## src/rtl/spi_update_sched_if.sv

```systemverilog
// spi_update_sched_if
//   Request/accept handshake between the host-side requesters and the SPI
//   update scheduler. There is one valid/data/ready group per rbzero peripheral.
//   master : requester side; drives *_valid and *_data, receives *_ready
//   slave  : scheduler side; receives *_valid and *_data, drives *_ready
//   vec_valid/vec_data/vec_ready : vector update request, VEC_BITS payload
//   reg_valid/reg_data/reg_ready : register update request, REG_BITS payload
interface spi_update_sched_if #(
  parameter int VEC_BITS = 74,
  parameter int REG_BITS = 28
) ();
  logic                vec_valid;
  logic [VEC_BITS-1:0] vec_data;
  logic                vec_ready;
  logic                reg_valid;
  logic [REG_BITS-1:0] reg_data;
  logic                reg_ready;

  modport master (
    output vec_valid, vec_data, reg_valid, reg_data,
    input  vec_ready, reg_ready
  );

  modport slave (
    input  vec_valid, vec_data, reg_valid, reg_data,
    output vec_ready, reg_ready
  );
endinterface

```

## src/rtl/spi_update_sched.sv

```systemverilog
// spi_update_sched
//   Serialises host updates into rbzero's vector and register SPI peripherals.
//   Two requesters are arbitrated round-robin. Each accepted payload is shifted
//   out as one mode-0, MSB-first SPI frame on that peripheral's csb/sclk/mosi.
//   A guard time of 2*SCLK_DIV cycles follows every frame.
// Ports
//   clk, reset        : system clock; synchronous active-high reset
//   vblank            : rbzero o_vblank; only used when VBLANK_GATE_EN is defined
//   bus (slave)       : vec_/reg_ valid, data and ready handshake
//   vec_csb/sclk/mosi : to rbzero i_vec_csb/i_vec_sclk/i_vec_mosi
//   reg_csb/sclk/mosi : to rbzero i_reg_csb/i_reg_sclk/i_reg_mosi
//   busy              : scheduler not idle
//   done              : 1-cycle pulse when a frame's guard time ends
// Build option
//   VBLANK_GATE_EN : when defined, grants are issued only while vblank=1.
//                    A frame that has started still runs to completion.
module spi_update_sched #(
  parameter int VEC_BITS = 74,
  parameter int REG_BITS = 28,
  parameter int SCLK_DIV = 2
) (
  input  logic              clk,
  input  logic              reset,
  input  logic              vblank,
  spi_update_sched_if.slave bus,
  output logic              vec_csb,
  output logic              vec_sclk,
  output logic              vec_mosi,
  output logic              reg_csb,
  output logic              reg_sclk,
  output logic              reg_mosi,
  output logic              busy,
  output logic              done
);
  localparam int MAXB = (VEC_BITS > REG_BITS) ? VEC_BITS : REG_BITS;
  localparam int BCW  = $clog2(MAXB + 1);
  localparam int DCW  = $clog2(2 * SCLK_DIV + 1);
  localparam logic [DCW-1:0] HALF_LAST  = DCW'(SCLK_DIV - 1);
  localparam logic [DCW-1:0] GUARD_LAST = DCW'(2 * SCLK_DIV - 1);

  // GRANT is the ready-strobe cycle between the grant decision and SETUP.
  typedef enum logic [2:0] {IDLE, GRANT, SETUP, SHIFT_LO, SHIFT_HI, GUARD} state_t;

  state_t          state;
  logic [MAXB-1:0] sr;
  logic [BCW-1:0]  bits;
  logic [DCW-1:0]  cnt;
  logic            last_grant;  // 1 = reg peripheral was granted last
  logic            sel;         // 1 = reg peripheral owns the current frame

  logic gate;
`ifdef VBLANK_GATE_EN
  assign gate = vblank;
`else
  logic unused_vblank;
  assign unused_vblank = vblank;
  assign gate = 1'b1;
`endif

  logic want_vec, want_reg, pick_reg, start;
  always_comb begin
    want_vec = bus.vec_valid & gate;
    want_reg = bus.reg_valid & gate;
    // When both are pending, the peripheral that was not served last wins.
    pick_reg = want_reg & (~want_vec | ~last_grant);
    // A new grant can coincide with the guard-exit cycle, so back-to-back
    // frames do not lose an extra idle cycle.
    start    = (want_vec | want_reg) &
               ((state == IDLE) || (state == GUARD && cnt == GUARD_LAST));
  end

  always_ff @(posedge clk) begin
    if (reset) begin
      state         <= IDLE;
      sr            <= '0;
      bits          <= '0;
      cnt           <= '0;
      last_grant    <= 1'b1;
      sel           <= 1'b0;
      vec_csb       <= 1'b1;
      vec_sclk      <= 1'b0;
      vec_mosi      <= 1'b0;
      reg_csb       <= 1'b1;
      reg_sclk      <= 1'b0;
      reg_mosi      <= 1'b0;
      busy          <= 1'b0;
      done          <= 1'b0;
      bus.vec_ready <= 1'b0;
      bus.reg_ready <= 1'b0;
    end else begin
      bus.vec_ready <= 1'b0;
      bus.reg_ready <= 1'b0;
      done          <= 1'b0;
      case (state)
        IDLE: ;
        GRANT: begin
          cnt   <= '0;
          state <= SETUP;
          if (sel) begin
            reg_csb  <= 1'b0;
            reg_mosi <= sr[MAXB-1];
          end else begin
            vec_csb  <= 1'b0;
            vec_mosi <= sr[MAXB-1];
          end
        end
        SETUP, SHIFT_LO: begin
          if (cnt == HALF_LAST) begin
            cnt   <= '0;
            state <= SHIFT_HI;
            if (sel) reg_sclk <= 1'b1;
            else     vec_sclk <= 1'b1;
          end else begin
            cnt <= cnt + DCW'(1);
          end
        end
        SHIFT_HI: begin
          if (cnt == HALF_LAST) begin
            cnt      <= '0;
            bits     <= bits - BCW'(1);
            vec_sclk <= 1'b0;
            reg_sclk <= 1'b0;
            if (bits == BCW'(1)) begin
              // Last bit done: release csb together with the falling edge.
              vec_csb  <= 1'b1;
              vec_mosi <= 1'b0;
              reg_csb  <= 1'b1;
              reg_mosi <= 1'b0;
              state    <= GUARD;
            end else begin
              sr    <= sr << 1;
              state <= SHIFT_LO;
              if (sel) reg_mosi <= sr[MAXB-2];
              else     vec_mosi <= sr[MAXB-2];
            end
          end else begin
            cnt <= cnt + DCW'(1);
          end
        end
        GUARD: begin
          if (cnt == GUARD_LAST) begin
            cnt   <= '0;
            done  <= 1'b1;
            busy  <= 1'b0;
            state <= IDLE;
          end else begin
            cnt <= cnt + DCW'(1);
          end
        end
        default: state <= IDLE;
      endcase

      if (start) begin
        state      <= GRANT;
        busy       <= 1'b1;
        sel        <= pick_reg;
        last_grant <= pick_reg;
        if (pick_reg) begin
          bus.reg_ready <= 1'b1;
          bits          <= BCW'(REG_BITS);
          sr            <= MAXB'(bus.reg_data) << (MAXB - REG_BITS);
        end else begin
          bus.vec_ready <= 1'b1;
          bits          <= BCW'(VEC_BITS);
          sr            <= MAXB'(bus.vec_data) << (MAXB - VEC_BITS);
        end
      end
    end
  end
endmodule

```

## src/flat_wrapper.sv

```systemverilog
// flat-port wrapper written by rule: the top's interface ports become plain ports
module spi_update_sched_flat 
#(
  parameter int VEC_BITS = 74,
  parameter int REG_BITS = 28,
  parameter int SCLK_DIV = 2
)
  (clk, reset, vblank, vec_csb, vec_sclk, vec_mosi, reg_csb, reg_sclk, reg_mosi, busy, done, bus_vec_valid, bus_vec_data, bus_reg_valid, bus_reg_data, bus_vec_ready, bus_reg_ready);
  spi_update_sched_if #(.VEC_BITS(VEC_BITS), .REG_BITS(REG_BITS)) bus_i ();
  input  logic clk;
  input  logic reset;
  input  logic vblank;
  output logic vec_csb;
  output logic vec_sclk;
  output logic vec_mosi;
  output logic reg_csb;
  output logic reg_sclk;
  output logic reg_mosi;
  output logic busy;
  output logic done;
  input wire logic [$bits(bus_i.vec_valid)-1:0] bus_vec_valid;
  input wire logic [$bits(bus_i.vec_data)-1:0] bus_vec_data;
  input wire logic [$bits(bus_i.reg_valid)-1:0] bus_reg_valid;
  input wire logic [$bits(bus_i.reg_data)-1:0] bus_reg_data;
  output wire logic [$bits(bus_i.vec_ready)-1:0] bus_vec_ready;
  output wire logic [$bits(bus_i.reg_ready)-1:0] bus_reg_ready;
  assign bus_i.vec_valid = bus_vec_valid;
  assign bus_i.vec_data = bus_vec_data;
  assign bus_i.reg_valid = bus_reg_valid;
  assign bus_i.reg_data = bus_reg_data;
  assign bus_vec_ready = bus_i.vec_ready;
  assign bus_reg_ready = bus_i.reg_ready;
  spi_update_sched #(.VEC_BITS(VEC_BITS), .REG_BITS(REG_BITS), .SCLK_DIV(SCLK_DIV)) u_core (.clk(clk), .reset(reset), .vblank(vblank), .bus(bus_i), .vec_csb(vec_csb), .vec_sclk(vec_sclk), .vec_mosi(vec_mosi), .reg_csb(reg_csb), .reg_sclk(reg_sclk), .reg_mosi(reg_mosi), .busy(busy), .done(done));
endmodule
```

## config.mk

```make
export PLATFORM = sky130hd
export DESIGN_NAME = spi_update_sched_flat
export DESIGN_NICKNAME = d
export VERILOG_FILES = /design/src/rtl/spi_update_sched_if.sv /design/src/rtl/spi_update_sched.sv /design/src/flat_wrapper.sv
export SDC_FILE = /design/constraint.sdc
export NUM_CORES = 1
export LEC_CHECK = 0
export ABC_AREA = 1
export BUFFER_PORTS_ARGS = -buffer_cell sky130_fd_sc_hd__buf_4
export CAP_MARGIN = 10
export CORE_MARGIN = 10
export CORE_UTILIZATION = 45
export CTS_BUF_LIST = sky130_fd_sc_hd__clkbuf_4
export CTS_CLUSTER_SIZE = 28
export DETAILED_ROUTE_END_ITERATION = 12
export MAX_ROUTING_LAYER = met4
export PLACE_DENSITY_LB_ADDON = 0.15
export SLEW_MARGIN = 15
export SYNTH_ARGS = -nofsm -noshare
export SYNTH_HDL_FRONTEND = slang
export SYNTH_SLANG_ARGS = --single-unit
```

## constraint.sdc

```tcl
create_clock -name clk -period 1.95 [get_ports clk]
set_input_delay 0.195 -clock clk [delete_from_list [all_inputs] [get_ports clk]]
set_output_delay 0.195 -clock clk [all_outputs]
set_load 0.01 [all_outputs]
```

==> results of run 1 <==
[cells by family (layout without fill, tap and decap cells)]
group,count (synthesis),after routing
AOI/OAI and AO/OA,144,144
xor gates and xnor gates,3,3
adders and majority gates,6,6
buffers and inverters,81,182
DFF,99,99
and+or+nand+nor,501,501
[critical path: cells and delay by family (launching register included)]
kind	cells	cell delay (ps)
compound gates	1	160
fa+ha+maj	2	440
simple gates	5	560
flops	1	340
buf+inv	1	180
[routing by layer]
metal | GRT usage (%) | vias up
li1 | - | 2822
met1 | 20.81 | 2324
met2 | 26.20 | 106
met3 | 3.309 | 17
met4 | 6.556 | 0
met5 | - | -
[layout by cell type (no fill, tap or decap), types with 2 or more instances in the layout]
master	count
dfxtp_1	98
a21oi_1	13
buf_12	4
o21ai_0	54
a31oi_1	3
inv_2	4
nor3_1	3
o21ai_1	71
clkbuf_4	12
nand3_1	19
ha_1	6
buf_4	130
inv_1	26
nand2_2	4
nand2_4	2
nor2_1	163
nand2_1	302
xor2_1	2
and2_1	2
[repair_timing]
action / in CTS / in global routing
setup endpoints to repair: 0 / 74
hold endpoints to repair: 1 / 0
hold buffers: 1 / 0
resized for setup: 0 / 8
[path summary, 6_finish.rpt]
| kind | startpoint | to | cells after the start |
|---|---|---|---|
| max | u_core.cnt[0] | u_core.sr[13] | 9 |
| min | reset | u_core.state[0] | 2 |
| max reg2reg | u_core.cnt[0] | u_core.sr[13] | 9 |
| min reg2reg | u_core.reg_csb | u_core.reg_csb | 2 |
[layout make-up]
| class | instances | share of cell area, % |
|---|---|---|
| Clock inverter | 1 | 0.05946 |
| Multi-Input combinational cell | 654 | 44.44 |
| Timing Repair Buffer | 138 | 17.90 |
| Clock buffer | 12 | 1.427 |
| Tap cell | 143 | 2.834 |
| Inverter | 31 | 1.923 |
| Sequential cell | 99 | 31.42 |
[power by group through the flow]
stage	registers (mW)	logic [mW]	clock network [mW]
after floorplan	2.38	0.907	0
after global placement	2.39	1.24	0
after detailed placement	2.40	1.27	0
after CTS	2.36	1.27	0.957
after global routing	2.39	1.49	1.02
final	2.36	1.29	0.918
[state kept, by name, summed over array words and instances (netlist names), 3 cells and up]
signal	cells
u_core.bits	7
u_core.sr	74
u_core.state	3
u_core.cnt	3
[per-stage QoR]
stage                     total power [mW]  util, %
final                                4.567    55.52
after global routing                 4.902    55.52
after CTS                            4.586    55.03
after detailed placement             3.666    54.12
after global placement               3.631    54.12
after floorplan                      3.287        -
==> results_dict.tcl, run 1 <==
set metrics [dict create \
    status "finished clean" \
    crit_type "reg2reg" \
    final_cells 1078 \
    fmax_mhz 557.9 \
    num_rows 39 \
    via_per_inst 4.888 \
    tns_ps 0 \
    min_period_ps 1792 \
    synthesis.nets 947 \
    p_int_mw 3.092 \
    crit_path_max_fanout 34 \
    place_ws_ps 87.49 \
    grtUsageTotal_pct 16.73 \
    p_sw_mw 1.475 \
    critPathLaunchType "register" \
    rsz0062_at_grt "no" \
    p_sw_share_pct 32.30 \
    ys_warn_count 0 \
    critical_path.max_stage_delay_ps 340 \
    cp_data_arrival_time_ps 2140 \
    grt_overflow 0 \
    ys.flop_type "dfxtp_1" \
    dieArea_mm2 0.01628 \
    portBuffers 115 \
    htreeDepth 3 \
    syn_inst 834 \
    fin_worst_skew_ps 12.81 \
    async_reset_ff_share_pct 0 \
    yosys.area_share.xor_xnor_pct 0.5046 \
    antenna_found_initial 0 \
    met1Wirelength_mm 6.389 \
    ys_seq_area_share_pct 38.06 \
    setup_slack_ps 157.7 \
    syn_area_mm2 0.005207 \
    final_hold_viol_count 0 \
    dp_cells 1063 \
    grt_pass1_wl_mm 22.80 \
    setup_violations 0 \
    cap_violations 0 \
    nFillCells 1156 \
    seq_area_mm2 0.001983 \
    start_util_pct 45.80 \
    worst_pin_slew_ps 465.1 \
    synth_top_family_by_area "simple AND/OR/NAND/NOR gates" \
    numCtsBuffers 9 \
    comb_power_share_pct 28.3 \
    drc 0 \
    finalInstanceArea_mm2 0.006312 \
    clock_path_buffers 2 \
    synth_area_leader_cell "dfxtp_1" \
    post-cts-setup-buffers 0 \
    clock-sinks 99 \
    relSlewSlack_pct 68.95 \
    clk_pin_slew_ps 140 \
    route.met2.wl_mm 6.127 \
    rrSetupSlack_ps 160 \
    io_pins 117 \
    power_leakage_nw 3.099 \
    drv_slew 0 \
    fin_crit_sh_pct 91.91 \
    yosysUniqueCellTypes 32 \
    holdWs_ps 50.27 \
    endpoint_kind "register" \
    grt_max_degree 47 \
    clkPwrFrac_pct 20.1 \
    clk_latency_ps 450 \
    synth_edf_count 0 \
    top_layer "met4" \
    crit_chain "ha_1, ha_1, nand4_2, nand2_2, nand2_4, nand2_4, buf_12, o21ai_0, nor2_1" \
    wl_met3_um 636 \
    yosys.area_share.simple_pct 37.75 \
    grt_pass1_vias 5139 \
    area_delta_synth_final_pct 21.22 \
    cts_tree "yes" \
    wl_per_cell_um 12.44 \
    dpl.hpwl_mm 9.445 \
    synth_compound_gate_area_share_pct 14.03 \
    hold_path_class "in2reg" \
    synthAdderAreaFrac_pct 1.442 \
    die_h_um 127.6 \
    synthMuxAreaShare_pct 0 \
    synth-seq-cells 99 \
    coreArea_mm2 0.01137 \
    layout-drive-gt1-share_pct 17.65 \
    vias 5269 \
    ys_top_cells_by_area "dfxtp_1 (38%), nand2_1 (22%), nor2_1 (12%)" \
    drtPass1Iterations 4 \
    place_area_mm2 0.006153 \
    die_w_um 127.6 \
    synth_top_area_share_pct 38.06 \
    detail_route.iter0.violations 318 \
    yosys-top-cells-count "nand2_1 (303), nor2_1 (163), dfxtp_1 (99)" \
    multi_input_area_mm2 0.002805 \
    crit_required_ps 2300 \
    power_density_mw_per_mm2 723.6 \
    layout.nets 1046 \
    ir_drop_mv 0.3197 \
    seqPwrFrac_pct 51.6 \
    synth_most_common_cell "nand2_1" \
    diodes 0 \
    avgSynthCellArea_um2 6.244 \
    antenna_left 0 \
    wl_mm 13.41 \
    place_congestion 0.8374 \
    crit_slowest_cell "dfxtp_1" \
    cts_root_buf "clkbuf_4" \
]
(Power assumes the default switching activity.)
==> inputs of run 2 (changes only) <==
Settings changed: CAP_MARGIN 10 to 20, GPL_ROUTABILITY_DRIVEN from default to 0, RECOVER_POWER from default to 25.
==> results_dict.tcl, run 2 (synthesis results as in run 1) <==
set metrics [dict create \
    coreArea_mm2 0.01137 \
    largest_reg_flops 74 \
    dpl.hpwl_mm 9.445 \
    tns_ps 0 \
    portBuffers 115 \
    crit_type "reg2reg" \
    cap_violations 0 \
    cp_data_arrival_time_ps 2140 \
    grt_overflow 0 \
    utilization_pct 55.08 \
    min_period_ps 1794 \
    io_pins 117 \
    fin_worst_skew_ps 13.64 \
    crit_slowest_cell "dfxtp_1" \
    crit_path_max_fanout 34 \
    crit_chain "ha_1, ha_1, nand4_2, nand2_2, nand2_4, nand2_4, buf_12, o21ai_0, nor2_1" \
    via_per_inst 4.896 \
    final_cells 1078 \
    fmax_mhz 557.4 \
    die_w_um 127.6 \
    wl_per_cell_um 12.43 \
    grt_max_degree 47 \
    regMostFlops "u_core.sr" \
    crit_required_ps 2300 \
    power_leakage_nw 3.050 \
    setup_violations 0 \
    start_util_pct 45.80 \
    clock-sinks 99 \
    largest_registers "u_core.sr (74), u_core.bits (7)" \
    layout-drive-gt1-share_pct 16.26 \
    dieArea_mm2 0.01628 \
    detail_route.iter0.violations 323 \
    dp_cells 1063 \
    clock_path_buffers 2 \
    antenna_found_initial 0 \
    drc 0 \
    relSlewSlack_pct 68.65 \
    r2r-start "u_core.cnt[0]" \
    htreeDepth 3 \
    status "finished clean" \
    num_rows 39 \
    diodes 0 \
    final_hold_viol_count 0 \
    grt_pass1_wl_mm 22.80 \
    critPathLaunchType "register" \
    endpoint_kind "register" \
    final_common_cell "nand2_1" \
    vias 5278 \
    clk_pin_slew_ps 140 \
    die_h_um 127.6 \
    area_delta_synth_final_pct 20.25 \
    critical_path.max_stage_delay_ps 340 \
    rrSetupSlack_ps 160 \
    setup_slack_ps 156.0 \
    clk_latency_ps 450 \
    startpoint "u_core.cnt[0]" \
    numCtsBuffers 9 \
    rsz0062_at_grt "no" \
    wl_mm 13.40 \
    drv_slew 0 \
    post-cts-setup-buffers 0 \
    layout.nets 1046 \
    endpoint "u_core.sr[13]" \
    cts_tree "yes" \
    grtUsageTotal_pct 16.73 \
    final_cell_mix "nand2_1 (303), nor2_1 (163), buf_4 (117)" \
    power.total_mw 4.553 \
    drtPass1Iterations 4 \
    worst_pin_slew_ps 469.5 \
    reg2reg_depth 9 \
    cts_root_buf "clkbuf_4" \
    grt_pass1_vias 5139 \
    place_ws_ps 87.49 \
    nFillCells 1167 \
    power_density_mw_per_mm2 727.1 \
    hold_path_class "in2reg" \
    r2r-end "u_core.sr[13]" \
    fin_crit_sh_pct 92.00 \
    ir_drop_mv 0.3199 \
    antenna_left 0 \
]
run 2: cell types whose count changed in the layout (fill, tap and decap cells not counted):
| cell | change |
|---|---|
| clkbuf_1 | +12 |
| nand2_2 | -1 |
| clkbuf_2 | +1 |
| nand2_1 | +1 |
| buf_4 | -13 |
run 2: critical path, delay by kind of cell, from the launching register on:
family,cells,cell delay (ps)
simple gates,5,550
fa+ha+maj,2,440
flops,1,340
buf+inv,1,180
compound gates,1,160
run 2: layout make-up:
type	instances	area [um2]	area share, %
clock buffers	12	90.09	1.439
clock inverters	1	3.754	0.05994
multi-input cells	654	2803	44.76
flip-flops and latches	99	1983	31.67
repair buffers	138	1082	17.28
well taps	143	178.9	2.857
inverters	31	121.4	1.938
run 2: metrics by stage:
stage | hold slack (ps) | instance area (um2)
finish | 46.60 | 6262
global placement | 422.1 | 6153
global route | 36.66 | 6262
floorplan | 305.5 | 5207
detailed placement | 413.3 | 6153
CTS | 22.93 | 6257
run 2: per-layer routing:
layer	vias to the layer above	GRT usage, %	part of all wire (%)
li1	2824	-	-
met1	2328	20.81	48
met2	109	26.20	46
met5	-	-	0
met3	17	3.309	4.9
met4	0	6.556	1.9
run 2: timing repair:
| action | in CTS | in global routing |
|---|---|---|
| gates resized for setup | 0 | 8 |
| setup endpoints to repair | 0 | 74 |
| hold buffers | 1 | 0 |
| endpoints found under the hold margin | 1 | 0 |
run 2: worst min-delay path by stage:
stage | from | to | slack (ps) | depth (start not counted)
2_1_floorplan | bus_vec_data[0] | u_core.sr[0] | 310 | 2
3_3_place_gp | bus_vec_data[0] | u_core.sr[0] | 420 | 3
3_5_place_dp | bus_vec_data[0] | u_core.sr[0] | 410 | 3
4_1_cts | reset | u_core.cnt[2] | 20 | 2
5_1_grt | reset | u_core.state[0] | 40 | 2
6_report | reset | u_core.cnt[1] | 50 | 2
run 2: power breakdown:
| part | internal, mW | switching [mW] |
|---|---|---|
| logic | 0.554 | 0.726 |
| registers | 2.24 | 0.115 |
| clock network | 0.284 | 0.632 |
| total | 3.08 | 1.47 |
